File: config.mk
export PLATFORM = sky130hd
export DESIGN_NAME = pc_fetch_unit
export DESIGN_NICKNAME = d
export VERILOG_FILES = /design/src/rtl/mips_fetch_pkg.sv /design/src/rtl/next_pc_mux.sv /design/src/rtl/pc_fetch_unit.sv
export SDC_FILE = /design/constraint.sdc
export NUM_CORES = 1
export LEC_CHECK = 0
export CAP_MARGIN = 10
export CELL_PAD_IN_SITES_DETAIL_PLACEMENT = 1
export CELL_PAD_IN_SITES_GLOBAL_PLACEMENT = 1
export CORE_ASPECT_RATIO = 1.1
export CORE_MARGIN = 2
export CORE_UTILIZATION = 32
export DETAILED_ROUTE_END_ITERATION = 10
export PLACE_DENSITY_LB_ADDON = 0.1
export SYNTH_ARGS = -nofsm -noshare
export SYNTH_HDL_FRONTEND = slang
export SYNTH_SLANG_ARGS = --single-unit
File: constraint.sdc
create_clock -name Clk -period 3.55 [get_ports Clk]
set_input_delay 0.5325 -clock Clk [delete_from_list [all_inputs] [get_ports Clk]]
set_output_delay 0.5325 -clock Clk [all_outputs]
set_load 0.01 [all_outputs]
File: src/rtl/mips_fetch_pkg.sv
// Shared types and constants for the PC / instruction-fetch block.
package mips_fetch_pkg;

  typedef enum logic [1:0] {
    BOOT,
    REQ,
    HOLD
  } fetch_state_t;

  typedef enum logic [1:0] {
    SEL_SEQ,
    SEL_BR,
    SEL_J,
    SEL_JR
  } redirect_sel_t;

  localparam logic [31:0] PC_STEP = 32'd4;

endpackage

File: src/rtl/next_pc_mux.sv
// Next-PC select: priority JumpReg > Jump > BranchTaken > sequential,
// plus the target arithmetic for each redirect kind (all mod 2^32).
// Build option MISALIGN_CHECK_EN: misaligned JR targets divert to EXC_VECTOR
// and raise jr_misaligned; otherwise the low two target bits are dropped.
module next_pc_mux
  import mips_fetch_pkg::*;
#(
  parameter logic [31:0] EXC_VECTOR = 32'h0000_0080
) (
  input  logic [31:0]   pc_plus4,
  input  logic          branch_taken,
  input  logic          jump,
  input  logic          jump_reg,
  input  logic [31:0]   branch_base,
  input  logic [31:0]   branch_offset_shifted,
  input  logic [25:0]   jump_index,
  input  logic [31:0]   reg_target,
  output redirect_sel_t sel,
  output logic [31:0]   next_pc,
  output logic          jr_misaligned
);

  logic [31:0] br_target;
  logic [31:0] j_target;
  logic [31:0] jr_target;

  assign br_target = branch_base + branch_offset_shifted;
  assign j_target  = {branch_base[31:28], jump_index, 2'b00};

`ifdef MISALIGN_CHECK_EN
  assign jr_misaligned = (reg_target[1:0] != 2'b00);
  assign jr_target     = jr_misaligned ? EXC_VECTOR : reg_target;
`else
  logic unused_jr_bits;
  assign unused_jr_bits = ^{reg_target[1:0], EXC_VECTOR};
  assign jr_misaligned  = 1'b0;
  assign jr_target      = {reg_target[31:2], 2'b00};
`endif

  // Highest-priority active redirect wins; no redirect means fall through to PC+4.
  always_comb begin
    sel     = SEL_SEQ;
    next_pc = pc_plus4;
    if (jump_reg) begin
      sel     = SEL_JR;
      next_pc = jr_target;
    end else if (jump) begin
      sel     = SEL_J;
      next_pc = j_target;
    end else if (branch_taken) begin
      sel     = SEL_BR;
      next_pc = br_target;
    end
  end

endmodule

File: src/rtl/pc_fetch_unit.sv
// Program counter and instruction-fetch request sequencer.
// A redirect that arrives while a request is still waiting on ImemReady is
// parked in a pending register; the in-flight fetch then completes as a
// squashed wrong-path fetch and PC loads the parked target.
// Build option MISALIGN_CHECK_EN enables the sticky misaligned-JR flag.
//
//   state | meaning
//   BOOT  | one idle cycle after reset
//   REQ   | ImemReq high, ImemAddr held until ImemReady
//   HOLD  | decode stalled, no request, PC frozen
module pc_fetch_unit
  import mips_fetch_pkg::*;
#(
  parameter logic [31:0] RESET_VECTOR = 32'h0000_0000,
  parameter logic [31:0] EXC_VECTOR   = 32'h0000_0080
) (
  input  logic        Clk,
  input  logic        Rst_n,
  input  logic        Stall,
  input  logic        BranchTaken,
  input  logic [31:0] BranchBase,
  input  logic [31:0] BranchOffsetShifted,
  input  logic        Jump,
  input  logic [25:0] JumpIndex,
  input  logic        JumpReg,
  input  logic [31:0] RegTarget,
  input  logic        ImemReady,
  output logic        ImemReq,
  output logic [31:0] ImemAddr,
  output logic [31:0] PC,
  output logic [31:0] PCPlus4,
  output logic        FetchValid,
  output logic        MisalignErr
);

  fetch_state_t  state_q, state_d;
  logic [31:0]   pc_q, pc_d;
  logic [31:0]   pc_plus4_q, pc_plus4_d;
  logic          fetch_valid_q, fetch_valid_d;
  logic          pend_valid_q, pend_valid_d;
  logic [31:0]   pend_target_q, pend_target_d;
  logic          misalign_q, misalign_d;

  redirect_sel_t sel;
  logic [31:0]   mux_pc;
  logic          jr_misaligned;
  logic          redirect_now;

  next_pc_mux #(
    .EXC_VECTOR(EXC_VECTOR)
  ) u_next_pc_mux (
    .pc_plus4              (pc_plus4_q),
    .branch_taken          (BranchTaken),
    .jump                  (Jump),
    .jump_reg              (JumpReg),
    .branch_base           (BranchBase),
    .branch_offset_shifted (BranchOffsetShifted),
    .jump_index            (JumpIndex),
    .reg_target            (RegTarget),
    .sel                   (sel),
    .next_pc               (mux_pc),
    .jr_misaligned         (jr_misaligned)
  );

  assign redirect_now = (sel != SEL_SEQ);

  // Next-state, PC update, redirect parking and delivery strobe.
  always_comb begin
    state_d       = state_q;
    pc_d          = pc_q;
    fetch_valid_d = 1'b0;
    pend_valid_d  = pend_valid_q;
    pend_target_d = pend_target_q;
    misalign_d    = misalign_q;
    case (state_q)
      BOOT: state_d = REQ;
      REQ: begin
        if (ImemReady) begin
          pend_valid_d = 1'b0;
          if (redirect_now) begin
            pc_d = mux_pc;
          end else if (pend_valid_q) begin
            pc_d = pend_target_q;
          end else begin
            pc_d          = mux_pc;
            fetch_valid_d = 1'b1;
            if (Stall) state_d = HOLD;
          end
        end else if (redirect_now) begin
          pend_valid_d  = 1'b1;
          pend_target_d = mux_pc;
        end
      end
      HOLD: begin
        if (redirect_now) pc_d = mux_pc;
        if (!Stall) state_d = REQ;
      end
      default: state_d = BOOT;
    endcase
    if ((state_q != BOOT) && (sel == SEL_JR) && jr_misaligned) misalign_d = 1'b1;
  end

  assign pc_plus4_d = pc_d + PC_STEP;

  // State and datapath registers with asynchronous reset.
  always_ff @(posedge Clk or negedge Rst_n) begin
    if (!Rst_n) begin
      state_q       <= BOOT;
      pc_q          <= RESET_VECTOR;
      pc_plus4_q    <= RESET_VECTOR + PC_STEP;
      fetch_valid_q <= 1'b0;
      pend_valid_q  <= 1'b0;
      pend_target_q <= 32'd0;
      misalign_q    <= 1'b0;
    end else begin
      state_q       <= state_d;
      pc_q          <= pc_d;
      pc_plus4_q    <= pc_plus4_d;
      fetch_valid_q <= fetch_valid_d;
      pend_valid_q  <= pend_valid_d;
      pend_target_q <= pend_target_d;
      misalign_q    <= misalign_d;
    end
  end

  assign ImemReq     = (state_q == REQ);
  assign ImemAddr    = pc_q;
  assign PC          = pc_q;
  assign PCPlus4     = pc_plus4_q;
  assign FetchValid  = fetch_valid_q;
  assign MisalignErr = misalign_q;

endmodule

==> flow_summary_export.csv, run 1 <==
group,metric,value,unit
pwr,power_frac_seq,26.8,%
sta,setup_slack,-0.113,ns
global_route,grt_pass1_vias,10408,
finish,areaGrowthSynthToFinish,64.4,%
synth,yosysWarnings,0,
global_route,antenna_found_initial,0,
setup_path,required,3.79,ns
pwr,leakage,0.00599,uW
routing,antenna_left,0,
finish,stdcell_area,0.0138,mm2
sta,maxSlewViolCount,0,
pwr,p_comb_share,61.2,%
clock_network,clkTransAtPathRegs,0.07,ns
die,dieArea,0.0275,mm2
die,start_util,32.3,%
die,core_area,0.0259,mm2
global_route,grt_first_pass_wirelength,60.9,mm
sta,finalCritPeriodShare,103,%
run_status,violations,"negative setup slack",
global_route,grt_max_degree,57,
synth,synth-main-ff-cell,"dfrtp_1",
setup_path,cp.arrival,3.90,ns
die,io_pins,228,
synth,synth_edf_count,0,
sta,period_minus_slack,3.66,ns
hold_path,hold_class,"input port to async pin",
synth,syn_nets,1225,
clock_network,cts_max_path_buffers,2,
setup_path,path_cells,"buf_6, ha_4, inv_2, fa_2, nand2b_4, a211o_1, a21o_1, a2111oi_4, nor3_2, o31ai_2, nand4b_1, nor3_2, nand4_1, nand4b_1, xnor2_1",
synth,netlist_area,0.00838,mm2
sta,worst_pin_slew,0.795,ns
die,die_h,174,um
pwr,peakVddDrop,349,uV
die,rows,62,
clock_network,insertion_delay,0.35,ns
die,die_x,158,um
routing,wire_per_inst,22.2,um
clock_network,htreeDepth,3,
finish,layout.nets,1661,
placed_design,io_buffer_count,224,
setup_path,end_kind,"register",
setup_path,crit_type,"input port to register",
clock_network,cts_buffers,9,
sta,max_freq,273,MHz
setup_path,cp_num_buf_inv,2,
synth,ys_async_sr_fraction,100,%
sta,setup_viol,9,
pwr,swShare,42.2,%
finish,diodes,0,
sta,rsz0062_at_grt,"true",
finish,drive_gt1_share,29.3,%
setup_path,crit_family,"simple AND/OR/NAND/NOR gates",
setup_path,slowest_delay,0.41,ns
placed_design,hpwl,31.9,mm
sta,hold_violations,0,
pwr,clockPowerShare,12.1,%
placed_design,gp_congestion,0.973,
global_route,grtUsageTotal,29.2,%
clock_network,clockRootBuffer,"clkbuf_16",
synth,synth-seq-area-share,29.3,%
routing,drt_wl_total,41.1,mm
routing,vias,10109,
finish,layout_commonest_cell,"buf_4",
pwr,power.density,576,mW/mm2
pwr,report.power.total,7940,uW
global_route,grt_overflow_total,0,
clock_network,cts.sinks,98,
setup_path,slowest_stage,"a2111oi_4",
routing,first_pass_iters,5,
setup_path,crit_fanout,3,
synth,synth_seq_cells,98,
routing,drt_iter0_markers,652,
finish,final_cell_mix,"277 x buf_4, 202 x clkdlybuf4s50_1, 122 x nand2_1",
clock_network,tritoncts,"yes",
routing,post-route-drc-count,0,
run,cap_viol_max_count,0,
pwr,p_int,4590,uW
sta,skew,0.00752,ns
synth,postSynthCellCount,1059,
routing,viasPerCell,5.46,
setup_path,cp-start-kind,"input port",
placed_design,postPlaceCellArea,0.0127,mm2
synth,syn_area_per_cell,7.91,um2
placed_design,dp_worst_setup_slack,-0.889,ns
pwr,p_switching,3350,uW
sta,max_slew_margin,47.0,%
synth,yosysUniqueCellTypes,91,
run_status,status,"complete, but fails checks",
## cell usage after synthesis, types with 8 or more instances
cell type	number	share of area, %
o21a_1	26	2.3
nand2b_1	13	0.97
o31ai_1	9	0.81
o221ai_1	8	0.84
nor2_1	98	4.4
dfrtp_1	97	29
nand3_1	22	1.3
a21oi_1	78	4.7
o211ai_1	11	0.99
buf_4	39	3.5
ha_1	36	5.4
xnor2_1	22	2.3
buf_2	19	1.1
and3_1	11	0.82
nor2b_1	11	0.82
xor2_1	17	1.8
a21o_1	11	0.99
inv_1	38	1.7
nand2_1	126	5.6
a22oi_1	38	3.4
o21ai_0	87	5.2
a31oi_1	19	1.4
mux2i_1	8	0.96
nand4_1	12	0.90
nor3_1	17	1.0
a211oi_1	11	0.99
clkbuf_1	27	1.2
## state kept, by name, summed over array words and instances, names as in the netlist, named ones only
register and cells:
pend_target_q 32, PCPlus4 30, pend_valid_q 1, ImemAddr 30
FetchValid 1, state_q 2
## metal layers
layer	GRT usage, %	vias to the layer above	part of all wire (%)
met5	0	-	0
met4	9.05	0	2.9
met3	3.38	68	4.9
met2	47.5	308	47
met1	40.5	5015	45
li1	-	4718	-
## per-stage QoR
| step | hold WS (ns) | utilization [%] | cells | TNS, ns |
|---|---|---|---|---|
| 3_5_place_dp | 0.467 | 49.0 | 1809 | -17.93 |
| 6_report | 0.256 | 53.2 | 1852 | -0.517 |
| 3_3_place_gp | 0.461 | 49.0 | 1809 | -15.62 |
| 2_1_floorplan | 0.237 | - | 1059 | -0.0380 |
| 5_1_grt | 0.315 | 53.2 | 1852 | -2.12 |
| 4_1_cts | 0.299 | 52.0 | 1843 | -0.0583 |
## worst paths after layout
| kind | cells past startpoint | slack (ns) | end | start |
|---|---|---|---|---|
| max in group asynchronous | 2 | 2.52 | PCPlus4[2]$_DFF_PN1_ | Rst_n |
| min | 1 | 0.26 | PCPlus4[26]$_DFF_PN0_ | Rst_n |
| min reg2reg | 2 | 0.48 | pend_target_q[1]$_DFFE_PN0P_ | pend_target_q[1]$_DFFE_PN0P_ |
| max | 15 | -0.11 | PCPlus4[28]$_DFF_PN0_ | BranchBase[0] |
| min in group Clk | 2 | 0.48 | pend_target_q[1]$_DFFE_PN0P_ | pend_target_q[1]$_DFFE_PN0P_ |
| max reg2reg | 16 | 0.04 | PCPlus4[24]$_DFF_PN0_ | state_q[1]$_DFFE_PN0P_ |
## repair_timing
| action | in CTS | in global routing |
|---|---|---|
| cloned | 0 | 0 |
| setup endpoints to repair | 22 | 15 |
| pin swaps | 39 | 34 |
| resized for setup | 104 | 50 |
| buffers inserted | 20 | 9 |
| hold buffers | 0 | 0 |
## power groups by stage
stage | Sequential [uW] | Combinational [uW] | Clock, uW
after global placement | 2120 | 4440 | 0
after floorplan | 2060 | 2000 | 0
after detailed placement | 2130 | 4520 | 0
after CTS | 2110 | 4710 | 973
final | 2120 | 4860 | 959
after global routing | 2170 | 5180 | 1010
## cells by family after synthesis
family                   after synthesis  synth area share (%)
flip-flops                            98                  29.3
buffers and inverters                132                  8.03
XOR/XNOR                              39                  4.08
multiplexers                          11                  1.36
AND/OR/NAND/NOR                      373                  22.5
AO/OA/AOI/OAI                        368                  29.1
other                                  1                0.0447
adder cells (fa/ha/maj)               37                  5.61
## area by class of cell
type                       instances  area (um2)
multi-input combinational        829        5880
clock buffer                      11         243
clock inverter                     5        37.5
inverter                          40         150
sequential                        98        2450
timing repair buffer             517        4570
fill                            3114       12100
tap                              352         440
Power figures use the tool's default switching activity.
==> inputs of run 2 (changes only) <==
==> constraint.sdc (replaced) <==
create_clock -name Clk -period 3.55 [get_ports Clk]
set_input_delay 0.71 -clock Clk [delete_from_list [all_inputs] [get_ports Clk]]
set_output_delay 0.71 -clock Clk [all_outputs]
set_load 0.01 [all_outputs]
==> flow_summary_export.csv, run 2 (synthesized netlist as in run 1, its figures left out) <==
group,metric,value,unit
routing,antenna_left,0,
clock_network,htreeDepth,3,
routing,wl_met3,2.07,mm
sta,setup_viol,12,
sta,finalCritPeriodShare,107,%
sta,period_minus_slack,3.81,ns
clock_network,cts_buffers,9,
pwr,leakage,0.00617,uW
sta,max_slew_margin,48.0,%
die,core_area,0.0259,mm2
setup_path,end_kind,"register",
hold_path,hold_class,"input port to async pin",
die,start_util,32.3,%
clock_network,cts.sinks,98,
placed_design,postPlaceCellArea,0.0130,mm2
finish,layout_commonest_cell,"buf_4",
pwr,power.density,572,mW/mm2
pwr,p_switching,3400,uW
clock_network,cts_max_path_buffers,2,
die,die_h,174,um
pwr,report.power.total,8030,uW
routing,post-route-drc-count,0,
finish,layout.nets,1699,
placed_design,dp_worst_setup_slack,-1.08,ns
routing,first_pass_iters,5,
run_status,status,"complete, but fails checks",
global_route,grt_overflow_total,0,
finish,areaGrowthSynthToFinish,67.7,%
global_route,grt_pass1_vias,10655,
global_route,grtUsageTotal,29.4,%
pwr,swShare,42.3,%
routing,viasPerCell,5.47,
clock_network,insertion_delay,0.36,ns
setup_path,crit_fanout,5,
sta,setup_slack,-0.255,ns
setup_path,crit_type,"input port to register",
routing,wire_per_inst,22.2,um
pwr,power_frac_seq,26.5,%
routing,drt_iter0_markers,688,
clock_network,clockRootBuffer,"clkbuf_16",
finish,final_cell_mix,"321 x buf_4, 192 x clkdlybuf4s50_1, 121 x nand2_1",
finish,multi_input_area,0.00592,mm2
routing,route.met2.wl,19.0,mm
global_route,antenna_found_initial,0,
die,rows,62,
finish,diodes,0,
placed_design,io_buffer_count,224,
finish,stdcell_area,0.0141,mm2
sta,max_freq,263,MHz
setup_path,required,3.82,ns
sta,hold_violations,0,
finish,regMostFlops,"pend_target_q",
finish,register_area,0.00245,mm2
setup_path,cp.arrival,4.07,ns
die,io_pins,228,
sta,worst_pin_slew,0.780,ns
pwr,peakVddDrop,366,uV
sta,skew,0.0118,ns
sta,rsz0062_at_grt,"true",
clock_network,tritoncts,"yes",
routing,vias,10342,
placed_design,gp_congestion,0.901,
sta,maxSlewViolCount,0,
finish,fillers,3156,
finish,drive_gt1_share,31.1,%
run_status,violations,"negative setup slack",
routing,drt-met1-wl,19.3,mm
routing,top_layer,"met4",
global_route,grt_max_degree,51,
pwr,p_comb_share,61.1,%
routing,drt_wl_total,41.9,mm
placed_design,hpwl,32.9,mm
global_route,grt_first_pass_wirelength,61.7,mm
die,dieArea,0.0275,mm2
finish,largest_register_ffs,32,
die,die_x,158,um
pwr,p_int,4630,uW
setup_path,cp-start-kind,"input port",
run,cap_viol_max_count,0,
pwr,clockPowerShare,12.4,%
clock_network,clkTransAtPathRegs,0.08,ns
## run 2: changes by cell type in the layout (fill, tap and decap cells not counted), moves of 4 or more
cell             previous run  this run
buf_12                     11         7
dlygate4sd2_1              14        21
o21ai_1                     8        14
buf_4                     277       321
o21ai_0                    77        73
clkdlybuf4s50_1           202       192
## run 2: routing by layer
layer  global-route usage, %  up-vias
met5                       0        -
met4                    11.4        0
met3                    2.80       63
met2                    46.3      349
met1                    41.6     5135
li1                        -     4795
## run 2: critical path: stages
cell      delay (ns)
buf_6           0.08
ha_4            0.15
inv_2           0.04
fa_2            0.33
nand2b_4        0.16
a211o_4         0.36
a32oi_2         0.20
buf_4           0.17
mux2i_4         0.24
nor2b_2         0.08
or3_4           0.35
nor2_4          0.16
and4_4          0.27
nand4b_1        0.24
buf_4           0.22
nor3_2          0.12
xor2_1          0.21
## run 2: timing repair
action,in CTS,in global routing
gates cloned,0,0
gates resized for setup,105,63
pin swaps,47,36
hold buffers,0,0
buffers inserted,7,16
endpoints found under the setup margin,33,23
## run 2: power by group through the flow
stage                     sequential (uW)  combinational [uW]  clock [uW]
final                                2130                4910         995
after global routing                 2170                5240        1050
after CTS                            2120                4730        1020
after detailed placement             2130                4590           0
after global placement               2120                4520           0
after floorplan                      2060                2000           0
## run 2: metrics by stage
step	TNS, ns	util, %	hold WS, ns	cells
final	-1.39	54.2	0.393	1890
after global routing	-3.05	54.2	0.437	1890
after CTS	-1.48	52.6	0.413	1874
after detailed placement	-27.01	50.0	0.470	1851
after global placement	-23.56	50.0	0.461	1851
after floorplan	-0.788	-	0.414	1059
## run 2: layout make-up
type,instances,area share [%]
Tap cell,352,3.13
Multi-Input combinational cell,829,42.1
Clock inverter,7,0.490
Sequential cell,98,17.5
Timing Repair Buffer,555,34.1
Inverter,40,1.07
Clock buffer,9,1.60
## run 2: path summary, 6_finish.rpt
path / endpoint / slack, ns / cells after the start / startpoint
min reg2reg: pend_target_q[3]$_DFFE_PN0P_ / 0.49 / 1 / pend_target_q[3]$_DFFE_PN0P_
min: pend_target_q[28]$_DFFE_PN0P_ / 0.39 / 1 / Rst_n
max reg2reg: PCPlus4[29]$_DFF_PN0_ / -0.15 / 16 / state_q[0]$_DFFE_PN0P_
max: PCPlus4[29]$_DFF_PN0_ / -0.26 / 17 / BranchOffsetShifted[0]
min in group Clk: pend_target_q[3]$_DFFE_PN0P_ / 0.49 / 1 / pend_target_q[3]$_DFFE_PN0P_
max in group asynchronous: pend_target_q[5]$_DFFE_PN0P_ / 2.44 / 2 / Rst_n
==> inputs of run 3 (changes only) <==
Settings changed: GPL_TIMING_DRIVEN set to 0, SKIP_CTS_REPAIR_TIMING set to 1.
==> flow_summary_export.csv, run 3 (synthesized netlist as in run 1, its figures left out) <==
group,metric,value,unit
placed_design,gp_congestion,0.934,
routing,wire_per_inst,23.3,um
clock_network,cts_max_path_buffers,2,
pwr,power.density,611,mW/mm2
setup_path,end_kind,"register",
clock_network,tritoncts,"yes",
sta,rsz0062_at_grt,"true",
finish,utilization,49.3,%
die,core_area,0.0259,mm2
run,cap_viol_max_count,0,
die,rows,62,
global_route,antenna_found_initial,0,
finish,areaGrowthSynthToFinish,52.3,%
finish,layout_commonest_cell,"clkdlybuf4s50_1",
placed_design,io_buffer_count,223,
sta,hold_violations,0,
routing,vias,9696,
finish,drive_gt1_share,22.5,%
clock_network,clkTransAtPathRegs,0.08,ns
global_route,grt_first_pass_wirelength,56.8,mm
sta,period_minus_slack,3.93,ns
clock_network,insertion_delay,0.35,ns
placed_design,hpwl,30.3,mm
sta,setup_viol,15,
global_route,grt_max_degree,56,
die,start_util,32.3,%
routing,post-route-drc-count,0,
die,die_x,158,um
sta,max_freq,254,MHz
clock_network,clockRootBuffer,"clkbuf_16",
finish,diodes,0,
setup_path,slowest_delay,0.36,ns
global_route,grt_overflow_total,0,
sta,maxSlewViolCount,0,
clock_network,cts_buffers,9,
finish,layout.nets,1512,
routing,viasPerCell,5.69,
pwr,leakage,0.00534,uW
setup_path,crit_type,"input port to register",
hold_path,hold_class,"input port to async pin",
run_status,status,"complete, but fails checks",
clock_network,cts.sinks,98,
finish,regMostFlops,"pend_target_q",
sta,finalCritPeriodShare,111,%
setup_path,cp.arrival,4.20,ns
setup_path,path_cells,"buf_8, ha_4, inv_2, fa_2, nand2b_4, a211o_4, a21o_4, a2111oi_4, buf_4, nor3_4, o31ai_4, nand4b_1, or2_1, nand4b_4, nor4b_4, xor2_1",
sta,max_slew_margin,43.4,%
clock_network,htreeDepth,3,
finish,final_cell_mix,"208 x clkdlybuf4s50_1, 119 x nand2_1, 100 x buf_4",
pwr,report.power.total,7790,uW
sta,worst_pin_slew,0.849,ns
setup_path,crit_fanout,5,
setup_path,slowest_stage,"a211o_4",
global_route,grt_pass1_vias,9422,
sta,setup_slack,-0.383,ns
routing,drt_wl_total,39.7,mm
die,die_h,174,um
sta,skew,0.00783,ns
setup_path,required,3.82,ns
die,io_pins,228,
routing,antenna_left,0,
run_status,violations,"negative setup slack",
routing,drt_iter0_markers,579,
setup_path,rrSetupSlack,-0.24,ns
global_route,grtUsageTotal,27.3,%
pwr,peakVddDrop,409,uV
routing,first_pass_iters,5,
finish,largest_register_ffs,32,
die,dieArea,0.0275,mm2
setup_path,cp-start-kind,"input port",
-- run 3: changes by cell type in the layout (fill, tap and decap cells not counted), sizes merged --
cell	change
bufinv	+2
clkdlybuf4s50	+16
dlymetal6s2s	+8
clkinv	-5
dlygate4sd2	-21
inv	-2
clkinvlp	+3
clkdlybuf4s15	-1
clkbuf	+31
buf	-218
-- run 3: area by class of cell --
class,instances,area (um2)
plain buffers,86,563
clock inverters,5,85.1
repair buffers,282,2730
clock buffers,11,243
well taps,352,440
fillers,3124,13100
flip-flops and latches,98,2450
multi-input cells,829,6090
inverters,40,158
-- run 3: layer usage --
layer / up-vias / wire, um / GRT usage [%]
li1: 4418 / - / -
met1: 4898 / 17800 / 38.7
met2: 339 / 18500 / 43.9
met3: 41 / 2400 / 2.97
met4: 0 / 986 / 7.88
met5: - / 0 / 0
-- run 3: critical path: cells and delay by family --
| family | cells | cell delay, ns |
|---|---|---|
| AND/OR/NAND/NOR | 6 | 1.29 |
| AO/OA/AOI/OAI | 4 | 1.24 |
| adder cells (fa/ha/maj) | 2 | 0.48 |
| buffers and inverters | 3 | 0.30 |
| XOR/XNOR | 1 | 0.16 |
-- run 3: where the power goes --
| part | switching [uW] | internal, uW | leakage [uW] | total, uW |
|---|---|---|---|---|
| clock | 470 | 644 | 0.000157 | 1110 |
| sequential | 492 | 1610 | 0.00126 | 2100 |
| combinational | 2370 | 2210 | 0.00392 | 4580 |
| total | 3330 | 4470 | 0.00534 | 7790 |
-- run 3: path summary, 6_finish.rpt --
kind / endpoint / depth (start not counted) / start
worst max register to register: PCPlus4[31]$_DFF_PN0_ / 12 / state_q[0]$_DFFE_PN0P_
min in group Clk: pend_target_q[1]$_DFFE_PN0P_ / 2 / pend_target_q[1]$_DFFE_PN0P_
worst min-delay path: pend_target_q[28]$_DFFE_PN0P_ / 1 / Rst_n
worst min register to register: pend_target_q[1]$_DFFE_PN0P_ / 2 / pend_target_q[1]$_DFFE_PN0P_
max in group asynchronous: PCPlus4[2]$_DFF_PN1_ / 2 / Rst_n
worst max-delay path: PCPlus4[31]$_DFF_PN0_ / 16 / BranchOffsetShifted[0]
-- run 3: per-stage QoR --
stage                     worst slack, ns  std cells  instance area (um2)  hold slack [ns]  setup TNS [ns]
after floorplan                    -0.211       1059                 8420            0.414          -0.788
after global placement              -2.32       1634                11100            0.459         -267.24
after detailed placement            -1.63       1635                11100            0.470          -44.63
after CTS                           -1.29       1651                11400            0.394          -26.63
after global routing               -0.513       1703                12800            0.422           -5.57
final                              -0.383       1703                12800            0.375           -3.49
